File: config.mk
export PLATFORM = sky130hd
export DESIGN_NAME = seq_stim_ctrl
export DESIGN_NICKNAME = d
export VERILOG_FILES = /design/src/rtl/seq_stim_pkg.sv /design/src/rtl/seq_stim_gap_tmr.sv /design/src/rtl/seq_stim_ctrl.sv
export SDC_FILE = /design/constraint.sdc
export NUM_CORES = 1
export LEC_CHECK = 0
export ABC_AREA = 1
export CORE_UTILIZATION = 23
export DETAILED_ROUTE_END_ITERATION = 12
export PLACE_DENSITY_LB_ADDON = 0.05
export SLEW_MARGIN = 20
export SYNTH_ARGS = -nofsm -noshare
export SYNTH_HDL_FRONTEND = slang
export SYNTH_SLANG_ARGS = --single-unit
export TNS_END_PERCENT = 20
File: constraint.sdc
create_clock -name clk -period 3.8 [get_ports clk]
set_input_delay 0.76 -clock clk [delete_from_list [all_inputs] [get_ports clk]]
set_output_delay 0.76 -clock clk [all_outputs]
set_load 0.05 [all_outputs]
File: src/rtl/seq_stim_pkg.sv
// Shared types and default widths for the a/b/c/d stimulus sequencer.
package seq_stim_pkg;

  localparam int unsigned CNT_W_DEF = 8;
  localparam int unsigned GAP_W_DEF = 4;

  typedef enum logic [2:0] {
    IDLE = 3'd0,
    PH_A = 3'd1,
    PH_B = 3'd2,
    PH_C = 3'd3,
    PH_D = 3'd4,
    GAP  = 3'd5,
    DONE = 3'd6
  } state_t;

endpackage

File: src/rtl/seq_stim_gap_tmr.sv
// Loadable down-counter timing the idle gap after each iteration.
module seq_stim_gap_tmr
  import seq_stim_pkg::*;
#(
  parameter int unsigned GAP_W = GAP_W_DEF
) (
  input  logic             clk,
  input  logic             rst_n,
  input  logic             load,
  input  logic [GAP_W-1:0] load_val,
  input  logic             dec,
  output logic             zero_c
);

  logic [GAP_W-1:0] cnt_q;
  logic [GAP_W-1:0] cnt_d;

  always_comb begin
    cnt_d = cnt_q;
    if (load) begin
      cnt_d = load_val;
    end else if (dec && (cnt_q != '0)) begin
      cnt_d = cnt_q - GAP_W'(1);
    end
  end

  always_ff @(posedge clk or negedge rst_n) begin
    if (!rst_n) begin
      cnt_q <= '0;
    end else begin
      cnt_q <= cnt_d;
    end
  end

  assign zero_c = (cnt_q == '0);

endmodule

File: src/rtl/seq_stim_ctrl.sv
// Sequencer driving a -> b -> [c] -> [d] -> gap for a programmable number of iterations.
// Define SEQ_STIM_SVA_EN to embed protocol assertions and covers.
module seq_stim_ctrl
  import seq_stim_pkg::*;
#(
  parameter int unsigned CNT_W = CNT_W_DEF,
  parameter int unsigned GAP_W = GAP_W_DEF
) (
  input  logic             clk,
  input  logic             rst_n,
  input  logic             start,
  input  logic             abort,
  input  logic [CNT_W-1:0] repeat_cnt,
  input  logic [GAP_W-1:0] gap_cyc,
  input  logic             c_en,
  input  logic             d_en,
  output logic             a,
  output logic             b,
  output logic             c,
  output logic             d,
  output logic             busy,
  output logic             done,
  output logic             aborted,
  output logic [CNT_W-1:0] iter_cnt
);

  state_t           state_q, state_d;
  logic [CNT_W-1:0] rep_q, rep_d;
  logic [GAP_W-1:0] gap_q, gap_d;
  logic             c_en_q, c_en_d;
  logic             d_en_q, d_en_d;
  logic [CNT_W-1:0] iter_cnt_q, iter_cnt_d;
  logic             a_q, a_d, b_q, b_d, c_q, c_d, d_q, d_d;
  logic             busy_q, busy_d, done_q, done_d, aborted_q, aborted_d;

  logic             phase_end;
  logic             iter_next;
  logic             abort_hit;
  logic             more_iter;
  logic             tmr_load;
  logic             tmr_dec;
  logic             tmr_zero_c;

  // Widened compare so a full-scale repeat count never wraps.
  assign more_iter = ((CNT_W+1)'(iter_cnt_q) + (CNT_W+1)'(1)) < (CNT_W+1)'(rep_q);

  seq_stim_gap_tmr #(.GAP_W(GAP_W)) u_gap_tmr (
    .clk      (clk),
    .rst_n    (rst_n),
    .load     (tmr_load),
    .load_val (GAP_W'(gap_q - GAP_W'(1))),
    .dec      (tmr_dec),
    .zero_c   (tmr_zero_c)
  );

  always_ff @(posedge clk or negedge rst_n) begin
    if (!rst_n) begin
      state_q    <= IDLE;
      rep_q      <= '0;
      gap_q      <= '0;
      c_en_q     <= 1'b0;
      d_en_q     <= 1'b0;
      iter_cnt_q <= '0;
      a_q        <= 1'b0;
      b_q        <= 1'b0;
      c_q        <= 1'b0;
      d_q        <= 1'b0;
      busy_q     <= 1'b0;
      done_q     <= 1'b0;
      aborted_q  <= 1'b0;
    end else begin
      state_q    <= state_d;
      rep_q      <= rep_d;
      gap_q      <= gap_d;
      c_en_q     <= c_en_d;
      d_en_q     <= d_en_d;
      iter_cnt_q <= iter_cnt_d;
      a_q        <= a_d;
      b_q        <= b_d;
      c_q        <= c_d;
      d_q        <= d_d;
      busy_q     <= busy_d;
      done_q     <= done_d;
      aborted_q  <= aborted_d;
    end
  end

  always_comb begin
    state_d    = state_q;
    rep_d      = rep_q;
    gap_d      = gap_q;
    c_en_d     = c_en_q;
    d_en_d     = d_en_q;
    iter_cnt_d = iter_cnt_q;
    phase_end  = 1'b0;
    iter_next  = 1'b0;
    abort_hit  = 1'b0;
    tmr_load   = 1'b0;
    tmr_dec    = 1'b0;

    case (state_q)
      IDLE: begin
        if (start && !abort) begin
          rep_d      = repeat_cnt;
          gap_d      = gap_cyc;
          c_en_d     = c_en;
          d_en_d     = d_en;
          iter_cnt_d = '0;
          state_d    = (repeat_cnt != '0) ? PH_A : DONE;
        end
      end
      PH_A: state_d = PH_B;
      PH_B: begin
        if (c_en_q)      state_d = PH_C;
        else if (d_en_q) state_d = PH_D;
        else             phase_end = 1'b1;
      end
      PH_C: begin
        if (d_en_q) state_d = PH_D;
        else        phase_end = 1'b1;
      end
      PH_D: phase_end = 1'b1;
      GAP: begin
        if (tmr_zero_c) iter_next = 1'b1;
        else            tmr_dec = 1'b1;
      end
      DONE:    state_d = IDLE;
      default: state_d = IDLE;
    endcase

    // Last active phase either enters the gap or closes the iteration directly.
    if (phase_end) begin
      if (gap_q != '0) begin
        state_d  = GAP;
        tmr_load = 1'b1;
      end else begin
        iter_next = 1'b1;
      end
    end

    if (iter_next) begin
      iter_cnt_d = iter_cnt_q + CNT_W'(1);
      state_d    = more_iter ? PH_A : DONE;
    end

    // Abort overrides any in-flight progress; the current iteration is not counted.
    if (abort && (state_q != IDLE) && (state_q != DONE)) begin
      state_d    = DONE;
      iter_cnt_d = iter_cnt_q;
      tmr_load   = 1'b0;
      tmr_dec    = 1'b0;
      abort_hit  = 1'b1;
    end
  end

  always_comb begin
    a_d       = (state_d == PH_A);
    b_d       = (state_d == PH_B);
    c_d       = (state_d == PH_C);
    d_d       = (state_d == PH_D);
    busy_d    = (state_d != IDLE);
    done_d    = (state_d == DONE);
    aborted_d = abort_hit;
  end

  assign a        = a_q;
  assign b        = b_q;
  assign c        = c_q;
  assign d        = d_q;
  assign busy     = busy_q;
  assign done     = done_q;
  assign aborted  = aborted_q;
  assign iter_cnt = iter_cnt_q;

`ifdef SEQ_STIM_SVA_EN
  

  
  
  
  

  
  
  
`else
`endif

endmodule

* Word-level counts from Yosys, hierarchy flattened *
Index checks and enable logic that the tools add are counted.

word-level totals
  bits in registers = 36
  latch bits = 0
  RAM bits = 0
  ROM bits = 0
  input bits = 18
  output and inout port bits = 15
  logic and storage cells = 78
  memories kept = 0

operators by class
  add/sub/neg operators = 4
  multipliers = 0
  div/mod/pow operators = 0
  magnitude comparators = 1
  equal/unequal tests = 11
  shift-type cells = 0
  multiplexer cells = 29
  bitwise logic cells = 1
  reductions and logical operators = 18

operators with widths
  operator             count
  $mux 3               9
  $mux 8               3
  $pmux 3 s5           1
  $mux 1               13
  $eq 3x2->1 const B   4
  $eq 3x3->1 const B   4
  $add 8x1->9 const B  1
  $lt 9x8->1           1
  $add 8x1->8 const B  1
  $mux 4               2
  $reduce_bool 4->1    2
  $reduce_bool 8->1    1
  $sub 4x1->4 const B  2
  $eq 3x1->1 const B   2
  $reduce_bool 2->1    3
  $reduce_bool 3->1    2
  $logic_and 1x1->1    4
  $logic_not 4->1      1
  $logic_not 3->1      1
  $ne 3x3->1 const B   1
  $pmux 1 s3           1
  $reduce_and 3->1     1
  $reduce_and 2->1     1
  $reduce_or 2->1      1
  2 further kinds      2

* Logic depth before layout (Yosys ltp) *
Gate-level depths: netlist of the first run.

  word-level depth = 9
  gate-level depth with buffers = 18
  gate-level depth less buffers = 18

* Hierarchy *
From an unflattened synthesis of the first run, not the netlist that was laid out.

second synthesis, totals
  cells, all modules = 277
  area total of the unflattened synthesis = 2137.0 um^2

modules (own cells, without submodules)
  module            times used  cells an instance  area each (um^2)  seq. area each (um^2)
  seq_stim_ctrl     1           231                1841.8            800.8
  seq_stim_gap_tmr  1           46                 295.3             100.1

* Worst setup path before layout of the first run *
OpenSTA, ideal clock, no wires.

  path kind = reg2reg
  start = register iter_cnt_q[0], in the netlist iter_cnt[0]
  end = register b_q, in the netlist b
  setup time = 119 ps
  arrival = 2480 ps
  required time = 3681 ps
  slack = 1201 ps
  stages on the path, launching flop included = 16
  buffers on the path = 0
  clock period less this slack = 2599 ps
  cells stage by stage = dfrtp_1 ha_1 nand2_1 nor2_1 nand3_1 xor2_1 inv_1 ha_1 a21oi_1 o211ai_1 nor2_1 nand2_1 nand2_4 nand2_2 nor2_2 nor2_2

on the way
  cells in the longest elaborated chain, start to end = 6

RTL lines
  item                    RTL line              source
  start, declared         seq_stim_ctrl.sv:32   logic [CNT_W-1:0] iter_cnt_q, iter_cnt_d;
  start signal, assigned  seq_stim_ctrl.sv:77   iter_cnt_q <= iter_cnt_d;
  $add 8x1->9             seq_stim_ctrl.sv:45   assign more_iter = ((CNT_W+1)'(iter_cnt_q) + (CNT_W+1)'(1)) < (CNT_W+1)'(rep_q);
  $lt 9x8->1              seq_stim_ctrl.sv:45
  $mux 3                  seq_stim_ctrl.sv:143  state_d = more_iter ? PH_A : DONE;
  $mux 3                  seq_stim_ctrl.sv:141  if (iter_next) begin
  $mux 3                  seq_stim_ctrl.sv:147  if (abort && (state_q != IDLE) && (state_q != DONE)) begin
  net state_d[0]          seq_stim_ctrl.sv:27   state_t state_q, state_d;
  $eq 3x2->1              seq_stim_ctrl.sv:158  b_d = (state_d == PH_B);
  net b_d                 seq_stim_ctrl.sv:33   logic a_q, a_d, b_q, b_d, c_q, c_d, d_q, d_d;
  end signal, assigned    seq_stim_ctrl.sv:65   b_q <= 1'b0;
  end signal, assigned    seq_stim_ctrl.sv:79   b_q <= b_d;
  end, declared           seq_stim_ctrl.sv:33

The timed path passes the listed nets, and every way through them passes these cells.
A chain may end at the register's enable or synchronous reset.

* Final worst setup path of the first run *
  start = register iter_cnt_q[0], in the netlist iter_cnt[0]
  end = register c_q, in the netlist c

on the way
  cells in the longest elaborated chain, start to end = 6

RTL lines
  item                  RTL line              source
  $add 8x1->9           seq_stim_ctrl.sv:45
  $lt 9x8->1            seq_stim_ctrl.sv:45
  $mux 3                seq_stim_ctrl.sv:143
  $mux 3                seq_stim_ctrl.sv:141
  $mux 3                seq_stim_ctrl.sv:147
  net state_d[0]        seq_stim_ctrl.sv:27
  $eq 3x2->1            seq_stim_ctrl.sv:159  c_d = (state_d == PH_C);
  net c_d               seq_stim_ctrl.sv:33
  end signal, assigned  seq_stim_ctrl.sv:66   c_q <= 1'b0;
  end signal, assigned  seq_stim_ctrl.sv:80   c_q <= c_d;
  end, declared         seq_stim_ctrl.sv:33

The timed path passes the listed nets, and every way through them passes these cells.

==> impl_metrics.json, run 1 <==
{
  "outcome": "finished clean",
  "tns_ns": 0,
  "fin_ws_ns": 1.21,
  "crit_arrival_ns": 2.82,
  "power.leakage_nw": 1.27,
  "synth-async-reset-ratio_pct": 100,
  "yosysWarningCount": 0,
  "ys_seq_area_share_pct": 43.1,
  "rows": 34,
  "whs_path_depth": 2,
  "cts_buffers": 5,
  "setup_violations": 0,
  "synthTopCellsByArea": "dfrtp_1 43%, nand2_1 10%, inv_1 6.6%, ha_1 5.4%, nand3_1 4.8%",
  "antenna_found_initial": 0,
  "clkLatencyLatePin_ns": 0.29,
  "die_w_um": 97.3,
  "drive_gt1_share_pct": 11.4,
  "initial_utilization_pct": 23.8,
  "fin_crit_sh_pct": 68.1,
  "clkTransAtPathRegs_ns": 0.08,
  "ys_types": 28,
  "ant_nets": 0,
  "crit_type": "reg -> reg",
  "slew_headroom_pct": 42.6,
  "cts.repair.resized": 0,
  "hold_viol_final": 0,
  "syn_inst": 261,
  "yosys_register_bits": 36,
  "synth_most_common_cell": "nand2_1",
  "h-tree-depth": 2,
  "pre_cts_ws_ns": 1.11,
  "layout_min_cycle_time_ns": 2.59,
  "die_area_um2": 9470,
  "cp.required_ns": 4.03,
  "routed-via-count": 1734,
  "dpl.hpwl_um": 3820,
  "syn_area_um2": 2090,
  "cts_tree": "built",
  "synth_edf_count": 0,
  "synthFlopType": "dfrtp_1",
  "fin_cells": 406,
  "grt_usage_pct": 11.6,
  "first_iter_violations": 49,
  "power_density_nw_per_um2": 819,
  "place_area_um2": 2530,
  "clock_path_buffers": 2,
  "yosys.area.top_type": "dfrtp_1",
  "antenna_cells": 0,
  "grt_pass1_vias": 1747,
  "layout.nets": 324,
  "postCtsHoldBufs": 0,
  "fmax_mhz": 386,
  "crit_chain": "ha_1 > nand2_1 > nor2_1 > xor2_1 > inv_1 > ha_1 > a21o_1 > a21oi_1 > nor2_1 > nor2_1 > nand2_1 > nand2_4 > nand2_2 > nor2_2 > nand2_1 > inv_1",
  "drt-total-wl_um": 5070,
  "wl_per_cell_um": 12.5,
  "cp-start-kind": "flip-flop",
  "grt_max_degree": 37,
  "maxCapViolations": 0,
  "drt_pass1_iterations": 4,
  "synth_nets": 288,
  "num_io_pins": 33,
  "synthTopCellsByCount": "58 x nand2_1, 37 x inv_1, 36 x dfrtp_1",
  "io_buffers": 32,
  "worst_pin_slew_ns": 0.861,
  "gp_congestion": 0.712,
  "final_core_util_pct": 29.9,
  "cts_num_sinks": 36,
  "syn_to_final_growth_pct": 25.3,
  "cpMaxStageDelayCell": "dfrtp_1",
  "vias_per_cell": 4.27,
  "placed_cells": 398,
  "critPathMaxFanout": 6,
  "postCtsSetupBuffers": 0,
  "final_max_slew_viol_count": 0,
  "critical-path-max-stage-delay_ns": 0.46,
  "syn_area_per_cell_um2": 8.01,
  "hold_path.class": "reg -> reg",
  "end_kind": "flip-flop",
  "skew_ns": 0.0111,
  "core_um2": 8760,
  "drcViolationCount": 0,
  "peakVddDrop_mv": 0.253,
  "grt_overflow": 0,
  "rsz0062_at_grt": "no",
  "yosysTopAreaCellShare_pct": 43.1,
  "fin_area_um2": 2620,
  "r2r_cells": 16,
  "grt_pass1_wl_um": 8620,
  "dieHeight_um": 97.3,
  "cts_root_buf": "clkbuf_8"
}
==> worst max-delay path: cells and delay by family (launching register included) <==
family | cells | cell delay, ns
and+or+nand+nor | 9 | 0.88
adders and majority gates | 2 | 0.52
DFF | 1 | 0.46
AOI/OAI and AO/OA | 2 | 0.30
xor gates and xnor gates | 1 | 0.22
buffers and inverters | 2 | 0.14
==> per-stage QoR <==
stage	power (W)	hold slack, ns
final	0.00214	0.480
after global routing	0.00237	0.508
after floorplan	0.00155	0.442
after global placement	0.00188	0.466
after CTS	0.00218	0.488
after detailed placement	0.00187	0.467
==> logic make-up after synthesis <==
group                      Yosys count  share of synthesized area [%]
and+or+nand+nor                    134                           31.9
buffers and inverters               46                           8.44
DFF                                 36                           43.1
AOI/OAI and AO/OA                   30                           8.62
adders and majority gates            9                           5.39
xor gates and xnor gates             6                           2.51
==> per-layer routing <==
layer	wire length, µm	share of wire (%)	GRT usage, %	vias to the layer above
li1	-	-	-	916
met1	2580	51	16.0	785
met2	2240	44	17.8	28
met3	183	3.6	2.88	5
met4	65	1.3	3.73	0
met5	0	0	0	-
==> final cells by class <==
type	count	area, µm²
fillers	965	6150
well taps	108	135
clock buffers	8	90.1
inverters	43	164
repair buffers	32	315
multi-input cells	179	1010
flip-flops and latches	36	901
==> cells in the final DEF, fill, tap and decap left out, drive strengths merged <==
cell / count
o211ai: 2
nand3: 24
nand4: 9
clkdlybuf4s50: 31
inv: 43
nor3: 8
clkbuf: 8
nor4: 1
nand3b: 1
nand2: 66
a21o: 2
nor2: 25
a21oi: 4
o22ai: 5
buf: 1
o21ai: 17
xor2: 6
ha: 9
dfrtp: 36
==> registers in the layout (all words and copies together) (netlist names) <==
name	cells
a	1
aborted	1
b	1
busy	1
c	1
c_en_q	1
d	1
d_en_q	1
done	1
gap_q	4
iter_cnt	8
rep_q	8
state_q	3
u_gap_tmr.cnt_q	4
==> path summary, 6_finish.rpt <==
kind | start | slack (ns) | end
min in group asynchronous | rst_n | 0.57 | u_gap_tmr.cnt_q[3]
hold reg to reg | rep_q[0] | 0.48 | rep_q[0]
setup reg to reg | iter_cnt[0] | 1.21 | c
setup / recovery | iter_cnt[0] | 1.21 | c
hold / removal | rep_q[0] | 0.48 | rep_q[0]
max in group asynchronous | rst_n | 2.67 | rep_q[5]
==> where the power goes <==
group	leakage (nW)	switching (W)	internal [W]
registers	0.448	0.000115	0.000546
clock network	0.0455	0.000144	0.000148
logic	0.781	0.000784	0.000405
Note: power is estimated with default switching activity, not from simulation.
==> run 2: changes to the inputs <==
- clock period: 3.8 -> 2.2 ns (I/O delays scaled with it)
==> impl_metrics.json, run 2 (synthesis results as in run 1) <==
{
  "io_buffers": 32,
  "failed_checks": "setup timing",
  "clkLatencyLatePin_ns": 0.29,
  "fmax_mhz": 433,
  "cp-start-kind": "flip-flop",
  "worst_pin_slew_ns": 0.501,
  "power.leakage_nw": 1.42,
  "setup_violations": 8,
  "mostFrequentLayoutCells": "56 x nand2_1, 36 x inv_1, 31 x clkdlybuf4s50_1, 30 x dfrtp_1, 24 x buf_4",
  "crit_type": "reg -> reg",
  "peakVddDrop_mv": 0.493,
  "antenna_cells": 0,
  "holdWs_ns": 0.0956,
  "layout_commonest_cell": "nand2_1",
  "grt_usage_pct": 12.4,
  "cts_num_sinks": 36,
  "drt-total-wl_um": 5330,
  "hold_viol_final": 0,
  "power_density_nw_per_um2": 1390,
  "cts_tree": "built",
  "drt_pass1_iterations": 5,
  "drcViolationCount": 0,
  "fin_area_um2": 2960,
  "wl_per_cell_um": 12.3,
  "syn_to_final_growth_pct": 41.6,
  "layout.nets": 350,
  "grt_max_degree": 37,
  "fin_cells": 432,
  "dieHeight_um": 97.3,
  "slew_headroom_pct": 66.5,
  "layout_min_cycle_time_ns": 2.31,
  "hold_path.class": "in -> async",
  "h-tree-depth": 2,
  "critPathMaxFanout": 5,
  "final_max_slew_viol_count": 0,
  "gp_congestion": 0.760,
  "vias_per_cell": 4.26,
  "final_core_util_pct": 33.8,
  "crit_arrival_ns": 2.49,
  "cts_root_buf": "clkbuf_8",
  "die_w_um": 97.3,
  "postCtsHoldBufs": 0,
  "rsz0062_at_grt": "yes",
  "core_um2": 8760,
  "first_iter_violations": 27,
  "antenna_found_initial": 0,
  "end_kind": "flip-flop",
  "fin_crit_sh_pct": 105,
  "place_area_um2": 2740,
  "fill_cells": 961,
  "initial_utilization_pct": 23.8,
  "grt_overflow": 0,
  "rows": 34,
  "r2r_cells": 16,
  "routed-via-count": 1840,
  "num_io_pins": 33,
  "ant_nets": 0,
  "cts_buffers": 5,
  "outcome": "finished, violations left",
  "maxCapViolations": 0,
  "drive_gt1_share_pct": 25.0,
  "cp.required_ns": 2.38,
  "skew_ns": 0.00443,
  "clkTransAtPathRegs_ns": 0.08,
  "die_area_um2": 9470,
  "pre_cts_ws_ns": -0.150,
  "placed_cells": 418,
  "fin_ws_ns": -0.109,
  "grt_pass1_wl_um": 9300,
  "grt_pass1_vias": 1894,
  "dpl.hpwl_um": 3930,
  "clock_path_buffers": 2
}
## run 2: cell count changes in the layout (fill, tap and decap cells not counted), moves of 3 or more
| cell | before | now |
|---|---|---|
| xor2_2 | 0 | 3 |
| dfrtp_1 | 36 | 30 |
| xor2_1 | 6 | 3 |
| ha_4 | 0 | 3 |
| buf_4 | 0 | 24 |
| dfrtp_2 | 0 | 6 |
| ha_1 | 9 | 6 |
## run 2: layer usage
metal  vias to the layer above  wire [µm]  global-route usage, %  part of all wire (%)
met4                         0         72                   4.07                   1.4
met1                       834       2750                   17.7                    52
met5                         -          0                      0                     0
met3                         7        196                   3.02                   3.7
met2                        32       2310                   18.3                    43
li1                        967          -                      -                     -
## run 2: what timing repair did
| action | 4_1_cts | 5_1_grt |
|---|---|---|
| buffers inserted | 3 | 3 |
| gates resized for setup | 5 | 8 |
| setup endpoints to repair | 9 | 9 |
| pin swaps | 7 | 13 |
## run 2: layout make-up
cell class	count	area, µm²	share of cell area, %
flip-flops and latches	36	908	30.7
inverters	43	164	5.54
clock buffers	8	100	3.38
repair buffers	58	527	17.8
well taps	108	135	4.57
multi-input cells	179	1120	38.0
## run 2: final timing paths
kind,from,to,slack [ns]
max reg2reg,iter_cnt[1],d,-0.11
min,rst_n,rep_q[7],0.1
min reg2reg,u_gap_tmr.cnt_q[1],u_gap_tmr.cnt_q[1],0.50
max in group asynchronous,rst_n,iter_cnt[2],1.87
max,iter_cnt[1],d,-0.11
min in group clk,u_gap_tmr.cnt_q[1],u_gap_tmr.cnt_q[1],0.50
## run 2: power by group
group,internal (W),total (W),switching (W)
clock,0.000286,0.000536,0.000249
combinational,0.000945,0.00246,0.00152
sequential,0.000951,0.00113,0.000177
total,0.00218,0.00412,0.00194
## run 2: through the flow
step	TNS (ns)	power [W]
after detailed placement	-0.624	0.00348
after global placement	-0.606	0.00349
after global routing	-1.74	0.00453
final	-0.524	0.00412
after floorplan	-0.495	0.00273
after CTS	-0.218	0.00412
## run 2: worst max-delay path, stage by stage (launching register included)
cell and delay [ns]:
dfrtp_2 0.41, ha_4 0.16, nand2_4 0.05, nor2_4 0.15, nand3_2 0.09, xor2_1 0.21, inv_1 0.10, ha_4 0.27
nand2_1 0.04, inv_1 0.06, nand3_2 0.07, nand3b_1 0.17, nand2_2 0.09, nand2_4 0.08, buf_6 0.14, nand4_1 0.05
nor2_1 0.05
